[config.mk]
export PLATFORM = sky130hd
export DESIGN_NAME = rx_specified_len_check
export DESIGN_NICKNAME = d
export VERILOG_FILES = /design/src/rtl/rx_mass_pkg.sv /design/src/rtl/rx_len_hdr_assemble.sv /design/src/rtl/rx_specified_len_check.sv
export SDC_FILE = /design/constraint.sdc
export NUM_CORES = 1
export LEC_CHECK = 0
export ABC_AREA = 1
export CAP_MARGIN = 10
export CELL_PAD_IN_SITES_DETAIL_PLACEMENT = 1
export CELL_PAD_IN_SITES_GLOBAL_PLACEMENT = 1
export CORE_MARGIN = 8
export CORE_UTILIZATION = 46
export CTS_BUF_LIST = sky130_fd_sc_hd__clkbuf_8
export DETAILED_ROUTE_END_ITERATION = 16
export PLACE_DENSITY_LB_ADDON = 0.1
export SLEW_MARGIN = 20
export SYNTH_ARGS = -nofsm -noshare
export SYNTH_HDL_FRONTEND = slang
export SYNTH_SLANG_ARGS = --single-unit
[constraint.sdc]
create_clock -name clk -period 7.18 [get_ports clk]
set_input_delay 2.154 -clock clk [delete_from_list [all_inputs] [get_ports clk]]
set_output_delay 2.154 -clock clk [all_outputs]
set_load 0.05 [all_outputs]
[src/rtl/rx_mass_pkg.sv]
// Shared types and constants for the RX mass-receive pattern checker.
package rx_mass_pkg;

  typedef enum logic [1:0] {
    S_LEN  = 2'd0,
    S_DATA = 2'd1,
    S_RPT0 = 2'd2,
    S_RPT1 = 2'd3
  } rx_state_e;

  localparam logic [31:0] ABORT_FLAG = 32'h8000_0000;
  localparam logic [3:0]  KEEP_ALL   = 4'hF;

  // Error counter must stick at all-ones rather than wrap back to zero.
  function automatic logic [31:0] sat_inc32(input logic [31:0] v);
    return (v == 32'hFFFF_FFFF) ? v : v + 32'd1;
  endfunction

endpackage

[src/rtl/rx_len_hdr_assemble.sv]
// Collects the 4-byte little-endian length header; done pulses on the 4th byte
// with the full length presented combinationally on len.
module rx_len_hdr_assemble (
  input  logic        clk,
  input  logic        rst,
  input  logic        beat,
  input  logic [7:0]  byte_in,
  output logic [1:0]  byte_idx,
  output logic        done,
  output logic [31:0] len
);

  logic [23:0] low_q;

  always_ff @(posedge clk or posedge rst) begin
    if (rst) begin
      byte_idx <= 2'd0;
      low_q    <= 24'd0;
    end else if (beat) begin
      byte_idx <= byte_idx + 2'd1;
      case (byte_idx)
        2'd0:    low_q[7:0]   <= byte_in;
        2'd1:    low_q[15:8]  <= byte_in;
        2'd2:    low_q[23:16] <= byte_in;
        default: ;
      endcase
    end
  end

  assign done = beat && (byte_idx == 2'd3);
  assign len  = {byte_in, low_q};

endmodule

[src/rtl/rx_specified_len_check.sv]
// Receives a length header plus incrementing-pattern payload, then reports
// {received count, error count}. Define RX_SPECIFIED_LEN_TIMEOUT_EN for idle abort.
module rx_specified_len_check
  import rx_mass_pkg::*;
#(
  parameter int unsigned TIMEOUT_CYCLES = 60000000
) (
  input  logic        clk,
  input  logic        rst,
  output logic        i_tready,
  input  logic        i_tvalid,
  input  logic [7:0]  i_tdata,
  input  logic        o_tready,
  output logic        o_tvalid,
  output logic [31:0] o_tdata,
  output logic [3:0]  o_tkeep,
  output logic        o_tlast,
  output logic        busy,
  output logic        err_sticky
);

  rx_state_e   state, state_nxt;
  logic [31:0] len_q, rx_cnt, rx_cnt_nxt, err_cnt;
  logic        rx_beat, tx_hs, data_beat, pat_err, last_beat;
  logic        hdr_done;
  logic [1:0]  hdr_idx;
  logic [31:0] hdr_len;
  logic        timeout_hit, aborted;

  logic        i_tready_d, o_tvalid_d, o_tlast_d;
  logic [31:0] o_tdata_d;
  logic [3:0]  o_tkeep_d;

  assign rx_beat   = i_tvalid && i_tready;
  assign tx_hs     = o_tvalid && o_tready;
  assign data_beat = rx_beat && (state == S_DATA);
  assign pat_err   = (i_tdata != rx_cnt[7:0]);
  // Compare against len-1 so len=0xFFFFFFFF finishes without the counter wrapping.
  assign last_beat = data_beat && (rx_cnt == len_q - 32'd1);
  assign busy      = !((state == S_LEN) && (hdr_idx == 2'd0));

  rx_len_hdr_assemble u_hdr (
    .clk      (clk),
    .rst      (rst),
    .beat     (rx_beat && (state == S_LEN)),
    .byte_in  (i_tdata),
    .byte_idx (hdr_idx),
    .done     (hdr_done),
    .len      (hdr_len)
  );

`ifdef RX_SPECIFIED_LEN_TIMEOUT_EN
  logic [31:0] idle_cnt;

  assign timeout_hit = (state == S_DATA) && !rx_beat &&
                       (idle_cnt == 32'(TIMEOUT_CYCLES) - 32'd1);

  always_ff @(posedge clk or posedge rst) begin
    if (rst) begin
      idle_cnt <= 32'd0;
      aborted  <= 1'b0;
    end else begin
      idle_cnt <= ((state != S_DATA) || rx_beat) ? 32'd0 : idle_cnt + 32'd1;
      if (hdr_done)
        aborted <= 1'b0;
      else if (timeout_hit)
        aborted <= 1'b1;
    end
  end
`else
  localparam logic [31:0] unused_timeout = TIMEOUT_CYCLES;
  assign timeout_hit = 1'b0;
  assign aborted     = 1'b0;
`endif

  always_ff @(posedge clk or posedge rst) begin
    if (rst) state <= S_LEN;
    else     state <= state_nxt;
  end

  always_comb begin
    state_nxt = state;
    case (state)
      S_LEN:  if (hdr_done) state_nxt = (hdr_len != 32'd0) ? S_DATA : S_RPT0;
      S_DATA: if (last_beat || timeout_hit) state_nxt = S_RPT0;
      S_RPT0: if (tx_hs) state_nxt = S_RPT1;
      S_RPT1: if (tx_hs) state_nxt = S_LEN;
      default: state_nxt = S_LEN;
    endcase
  end

  always_comb begin
    rx_cnt_nxt = rx_cnt;
    if (hdr_done)       rx_cnt_nxt = 32'd0;
    else if (data_beat) rx_cnt_nxt = rx_cnt + 32'd1;
  end

  always_ff @(posedge clk or posedge rst) begin
    if (rst) begin
      len_q      <= 32'd0;
      rx_cnt     <= 32'd0;
      err_cnt    <= 32'd0;
      err_sticky <= 1'b0;
    end else begin
      rx_cnt <= rx_cnt_nxt;
      if (hdr_done) begin
        len_q   <= hdr_len;
        err_cnt <= 32'd0;
      end else if (data_beat && pat_err) begin
        err_cnt <= sat_inc32(err_cnt);
      end
      if ((data_beat && pat_err) || timeout_hit)
        err_sticky <= 1'b1;
    end
  end

  // Outputs are decoded from the next state so they are registered yet in step with it.
  always_comb begin
    i_tready_d = 1'b0;
    o_tvalid_d = 1'b0;
    o_tdata_d  = 32'd0;
    o_tkeep_d  = 4'd0;
    o_tlast_d  = 1'b0;
    case (state_nxt)
      S_LEN, S_DATA: i_tready_d = 1'b1;
      S_RPT0: begin
        o_tvalid_d = 1'b1;
        o_tdata_d  = rx_cnt_nxt;
        o_tkeep_d  = KEEP_ALL;
      end
      S_RPT1: begin
        o_tvalid_d = 1'b1;
        o_tdata_d  = err_cnt | (aborted ? ABORT_FLAG : 32'd0);
        o_tkeep_d  = KEEP_ALL;
        o_tlast_d  = 1'b1;
      end
      default: ;
    endcase
  end

  always_ff @(posedge clk or posedge rst) begin
    if (rst) begin
      i_tready <= 1'b0;
      o_tvalid <= 1'b0;
      o_tdata  <= 32'd0;
      o_tkeep  <= 4'd0;
      o_tlast  <= 1'b0;
    end else begin
      i_tready <= i_tready_d;
      o_tvalid <= o_tvalid_d;
      o_tdata  <= o_tdata_d;
      o_tkeep  <= o_tkeep_d;
      o_tlast  <= o_tlast_d;
    end
  end

endmodule
== After elaboration in Yosys (flattened, before gate mapping) ==
Index checks and enable logic that the tools add are counted.
Storage, ports and cells
  input port bits: 12
  register bits: 164
  logic and storage cells: 67
Operators by class
  equality and inequality tests: 13
  reduce and logical (&&, ||, !) cells: 20
  add/subtract/negate cells: 4
  multiplexer cells: 16
Operator list (count)
  $mux 32: 5
  $add 32x1->32 const B: 2
  $pmux 32 s2: 1
  $eq 32x32->1: 1
  $eq 32x32->1 const B: 1
  $reduce_bool 32->1: 1
  $sub 32x1->32 const B: 1
  $eq 2x2->1 const B: 6
  $mux 2: 5
  $logic_and 1x1->1: 8
  $ne 8x8->1: 1
  $pmux 2 s4: 1
  $reduce_and 2->1: 4
  $eq 2x1->1 const B: 3
  $logic_not 2->1: 3
  $mux 4: 1
  $reduce_or 2->1: 2
  $mux 1: 3
  $add 2x1->2 const B: 1
  $ne 2x2->1 const B: 1
  $reduce_bool 2->1: 1
  $logic_not 1->1: 1

== Logic depth before layout (Yosys ltp) ==
  depth after elaboration: 8
  mapped depth: 17
  depth with buffers taken out: 16

== Cells and area by module ==
Synthesis repeated with hierarchy kept, for this count alone.
Second synthesis, totals
  cells, all modules: 1210
  area, all modules: 9328.9 µm²
By module, submodules not included
  rx_specified_len_check: cells an instance 1080, instances 1, area an instance 8165.3 µm²
  rx_len_hdr_assemble: cells an instance 130, instances 1, area an instance 1163.6 µm²

== Least setup slack after synthesis ==
OpenSTA, ideal clock, no wires.
  kind: input to register
  start: input i_tvalid
  end: register o_tdata[25]
  data arrival time: 3.589 ns
  stages: 13
  required time: 7.114 ns
  setup time: 0.066 ns
  setup slack: 3.525 ns
  path through: nand2_1 > inv_1 > nand2_1 > nor2_1 > nand4_1 > nor2_1 > nand2_1 > nor2_2 > nand4_1 > xor2_1 > nor2_1 > nand3_1 > nand2_1
RTL lines
  from (decl): RTL line rx_specified_len_check.sv:11  | input logic i_tvalid,
  $logic_and 1x1->1 (*): RTL line rx_specified_len_check.sv:34  | assign rx_beat = i_tvalid && i_tready;
  $logic_and 1x1->1, on equally long branches: RTL line rx_specified_len_check.sv:36, rx_specified_len_check.sv:45
  $mux 32 / $logic_and 1x1->1 (equally long branches): RTL line rx_specified_len_check.sv:95, rx_len_hdr_assemble.sv:30
  $mux 32 (*): RTL line rx_specified_len_check.sv:94  | if (hdr_done) rx_cnt_nxt = 32'd0;
  named net rx_cnt_nxt[25]: RTL line rx_specified_len_check.sv:23  | logic [31:0] len_q, rx_cnt, rx_cnt_nxt, err_cnt;
  $pmux 32 s2 (*): RTL line rx_specified_len_check.sv:124  | case (state_nxt)
  named net o_tdata_d[25]: RTL line rx_specified_len_check.sv:31  | logic [31:0] o_tdata_d;
  to (signal assigned): RTL line rx_specified_len_check.sv:151  | o_tdata <= o_tdata_d;
  to (decl): RTL line rx_specified_len_check.sv:15  | output logic [31:0] o_tdata,
Mark *: on every way through the listed nets, which the timed path passes. The rest lies on a longest branch.
A chain may end at the register's enable or synchronous reset.

== Worst setup path in the final report ==
  start: input i_tvalid
  end: register o_tdata[24]
On the way
  cells in the longest elaborated chain, start to end: 7
RTL lines
  $logic_and 1x1->1 (*): RTL line rx_specified_len_check.sv:34
  $logic_and 1x1->1, on equally long branches: RTL line rx_specified_len_check.sv:36, rx_specified_len_check.sv:45
  $logic_and 1x1->1, on equally long branches: RTL line rx_specified_len_check.sv:39, rx_len_hdr_assemble.sv:30
  $mux 2, on equally long branches: RTL line rx_specified_len_check.sv:85, rx_specified_len_check.sv:84
  $pmux 2 s4: RTL line rx_specified_len_check.sv:83  | case (state)
  $eq 2x2->1: RTL line rx_specified_len_check.sv:124
  $pmux 32 s2 (*): RTL line rx_specified_len_check.sv:124
  named net o_tdata_d[24]: RTL line rx_specified_len_check.sv:31
Marks and branches as above.

==> impl_metrics.py <==
metrics = {
    "outcome": {
        "status": "complete, no violations",
    },
    "clocking": {
        "root_buffer": "clkbuf_8",
        "cts-htree-levels": 4,
        "cts_hold_buffers": 0,
        "cts_resized": 0,
        "clk_latency_ns": 0.47,
        "cts_tree": "built",
        "clock_path_buffers": 2,
        "cts_setup_buffers": 0,
        "clk_pin_slew_worst_paths_ns": 0.10,
        "cts_buffers": 17,
        "clock_sinks": 160,
    },
    "drt": {
        "final_antenna_net_count": 0,
        "vias": 8390,
        "drc": 0,
        "post_drt_wl_per_cell_um": 18.9,
        "dr.pass1.iters": 5,
        "drt-vias-per-instance": 5.51,
        "drt_iter0_markers": 483,
        "wirelength_um": 28800,
    },
    "floorplan": {
        "initial_core_util_pct": 46.4,
        "design.core.area_um2": 19300,
        "dieArea_um2": 24200,
        "die_x_um": 155,
        "fp-row-count": 51,
        "die_height_um": 155,
        "io_pins": 53,
    },
    "global_routing": {
        "grt_usage_pct": 24.7,
        "grt_pass1_vias": 8654,
        "grt_use_met1_pct": 33.9,
        "grt_pass1_wl_um": 46700,
        "grt_max_degree": 78,
        "met2_usage_pct": 38.4,
        "antenna_found_initial": 0,
        "busiest_layer": "met2",
        "grtUsageMet3_pct": 4.60,
        "grt-ovfl-total": 0,
    },
    "logic_synthesis": {
        "synth_top_area_cell": "dfrtp_1",
        "yosysTopAreaCellShare_pct": 44.8,
        "syn_nets": 1226,
        "postSynth.asyncResetShare_pct": 100,
        "synth_edf_count": 0,
        "yosys_warnings": 0,
        "ys_seq_area_share_pct": 44.8,
        "synth_ff_type": "dfrtp_1",
        "synth_area_leaders": "dfrtp_1 (45%), nand2_1 (15%), inv_1 (5.7%)",
        "ys_ff_latch": 160,
        "yosysUniqueCellTypes": 37,
        "syn_avg_cell_area_um2": 7.41,
        "synthCells": 1207,
        "syn-cell-area_um2": 8940,
    },
    "finish": {
        "post-route-util_pct": 52.0,
        "area_growth_pct": 12.0,
        "nFillCells": 2471,
        "area.sequential_um2": 4000,
        "fin_nets": 1266,
        "multi_input_area_um2": 4240,
        "n_antenna_cell": 0,
        "drive_gt1_share_pct": 4.69,
    },
    "sta": {
        "fin_ws_ns": 2.51,
        "slew_headroom_pct": 30.5,
        "worst_clock_skew_ns": 0.0188,
        "whs_ns": 0.500,
        "hold_viol": 0,
        "fmax_mhz": 214,
        "setup_violations": 0,
        "grt_setup_unrepaired": "no",
        "slew_violations": 0,
        "worstMarginPinSlew_ns": 1.04,
        "period_minus_slack_ns": 4.67,
        "setup_tns_ns": 0,
        "fin_crit_sh_pct": 65.0,
    },
    "power_and_ir_drop": {
        "powerDensity_nw_per_um2": 392,
        "ir_drop_mv": 0.390,
        "p_leak_nw": 4.75,
    },
    "critical_path": {
        "crit_fanout": 34,
        "cp-end-kind": "flip-flop",
        "path_cells": "clkdlybuf4s50_1 -> nand2_1 -> inv_1 -> nand2_1 -> inv_1 -> nand2_2 -> nor2_1 -> nand4_1 -> nand2_1 -> nand2_1 -> a21oi_4 -> nand3_1 -> nand2_1",
        "critPathKind": "in2reg",
        "critPathMostFrequentCell": "nand2_1",
        "cp.required_ns": 7.59,
        "slowest_delay_ns": 0.71,
        "critPathLaunchType": "input port",
        "critPathArrivalTime_ns": 5.07,
        "crit_slowest_cell": "a21oi_4",
    },
    "placement": {
        "port_buffers": 52,
        "pre_cts_ws_ns": 2.06,
        "gp_congestion": 0.946,
        "dp_hpwl_um": 21600,
    },
    "run": {
        "max-cap-violations": 0,
    },
    "min_path": {
        "hold_path.class": "reg2reg",
    },
}
logic make-up (layout without fill, tap and decap cells):
group,Yosys count,after routing,synth area share (%)
simple gates,664,664,32.0
buf+inv,174,226,7.85
flops,160,160,44.8
compound gates,146,146,8.91
xor+xnor,56,56,5.49
fa+ha+maj,7,7,0.980
sequential cells by signal (all words and copies together), names as in the netlist:
name            flops
i_tready            1
len_q              32
o_tkeep             1
o_tdata            32
err_sticky          1
state               2
u_hdr.low_q        24
rx_cnt             32
o_tlast             1
u_hdr.byte_idx      2
err_cnt            32
report_power, final:
part,switching (mW),internal [mW]
combinational,1.20,0.559
sequential,0.345,1.19
clock,0.390,0.250
total,1.94,2.00
final timing paths:
path                            startpoint         endpoint  slack [ns]  cells past startpoint
max in group asynchronous              rst       rx_cnt[16]        3.92                      3
setup / recovery                  i_tvalid      o_tdata[24]        2.51                     13
setup reg to reg                  len_q[0]      o_tdata[24]        3.64                     16
hold / removal             u_hdr.low_q[11]  u_hdr.low_q[11]        0.50                      2
hold reg to reg            u_hdr.low_q[11]  u_hdr.low_q[11]        0.50                      2
min in group asynchronous              rst   u_hdr.low_q[4]        2.17                      2
cell type report:
type	instances	area share [%]
Clock inverter	14	1.30
Tap cell	265	3.31
Sequential cell	160	40.0
Multi-Input combinational cell	873	42.3
Inverter	138	5.22
Clock buffer	17	2.34
Timing Repair Buffer	57	5.57
cell usage in the layout (no fill, tap or decap), drive strengths merged, types with 3 or more instances in the layout:
master	synthesis	layout
buf	15	5
clkbuf	21	17
nand4	34	34
ha	7	7
nand3	72	72
dfrtp	160	160
nor3b	3	3
inv	138	143
o21ai	93	93
nor3	33	33
o31ai	7	7
clkinvlp	0	3
xor2	32	32
clkinv	0	6
nand3b	8	8
clkdlybuf4s50	0	52
a21oi	36	36
xnor2	24	24
o21bai	3	3
nor2	138	138
nor4	18	18
nand2	354	354
critical path, delay by kind of cell:
family / cells / cell delay [ns]
AND/OR/NAND/NOR: 9 / 1.46
buffers and inverters: 3 / 0.71
AO/OA/AOI/OAI: 1 / 0.71
per-layer routing:
layer	wire (um)	vias to the layer above	share of wire, %
met2	13200	221	46
met4	780	0	2.7
li1	-	3969	-
met1	13300	4154	46
met3	1530	46	5.3
met5	0	-	0
synth_stat cells, types with 7 or more instances:
cell type  count
nand2_1      351
dfrtp_1      160
inv_1        135
nor2_1       129
o21ai_0       91
nand3_1       71
a21oi_1       35
nand4_1       34
nor3_1        33
xor2_1        32
xnor2_1       24
clkbuf_1      21
nor4_1        18
nand3b_1       8
ha_1           7
o31ai_1        7
through the flow:
step / instances / power (mW) / area [um^2]
global route: 1524 / 4.22 / 10000
finish: 1524 / 3.93 / 10000
global placement: 1493 / 3.22 / 9650
floorplan: 1207 / 2.75 / 8940
CTS: 1524 / 3.94 / 10000
detailed placement: 1493 / 3.28 / 9650
Power figures use the tool's default switching activity.
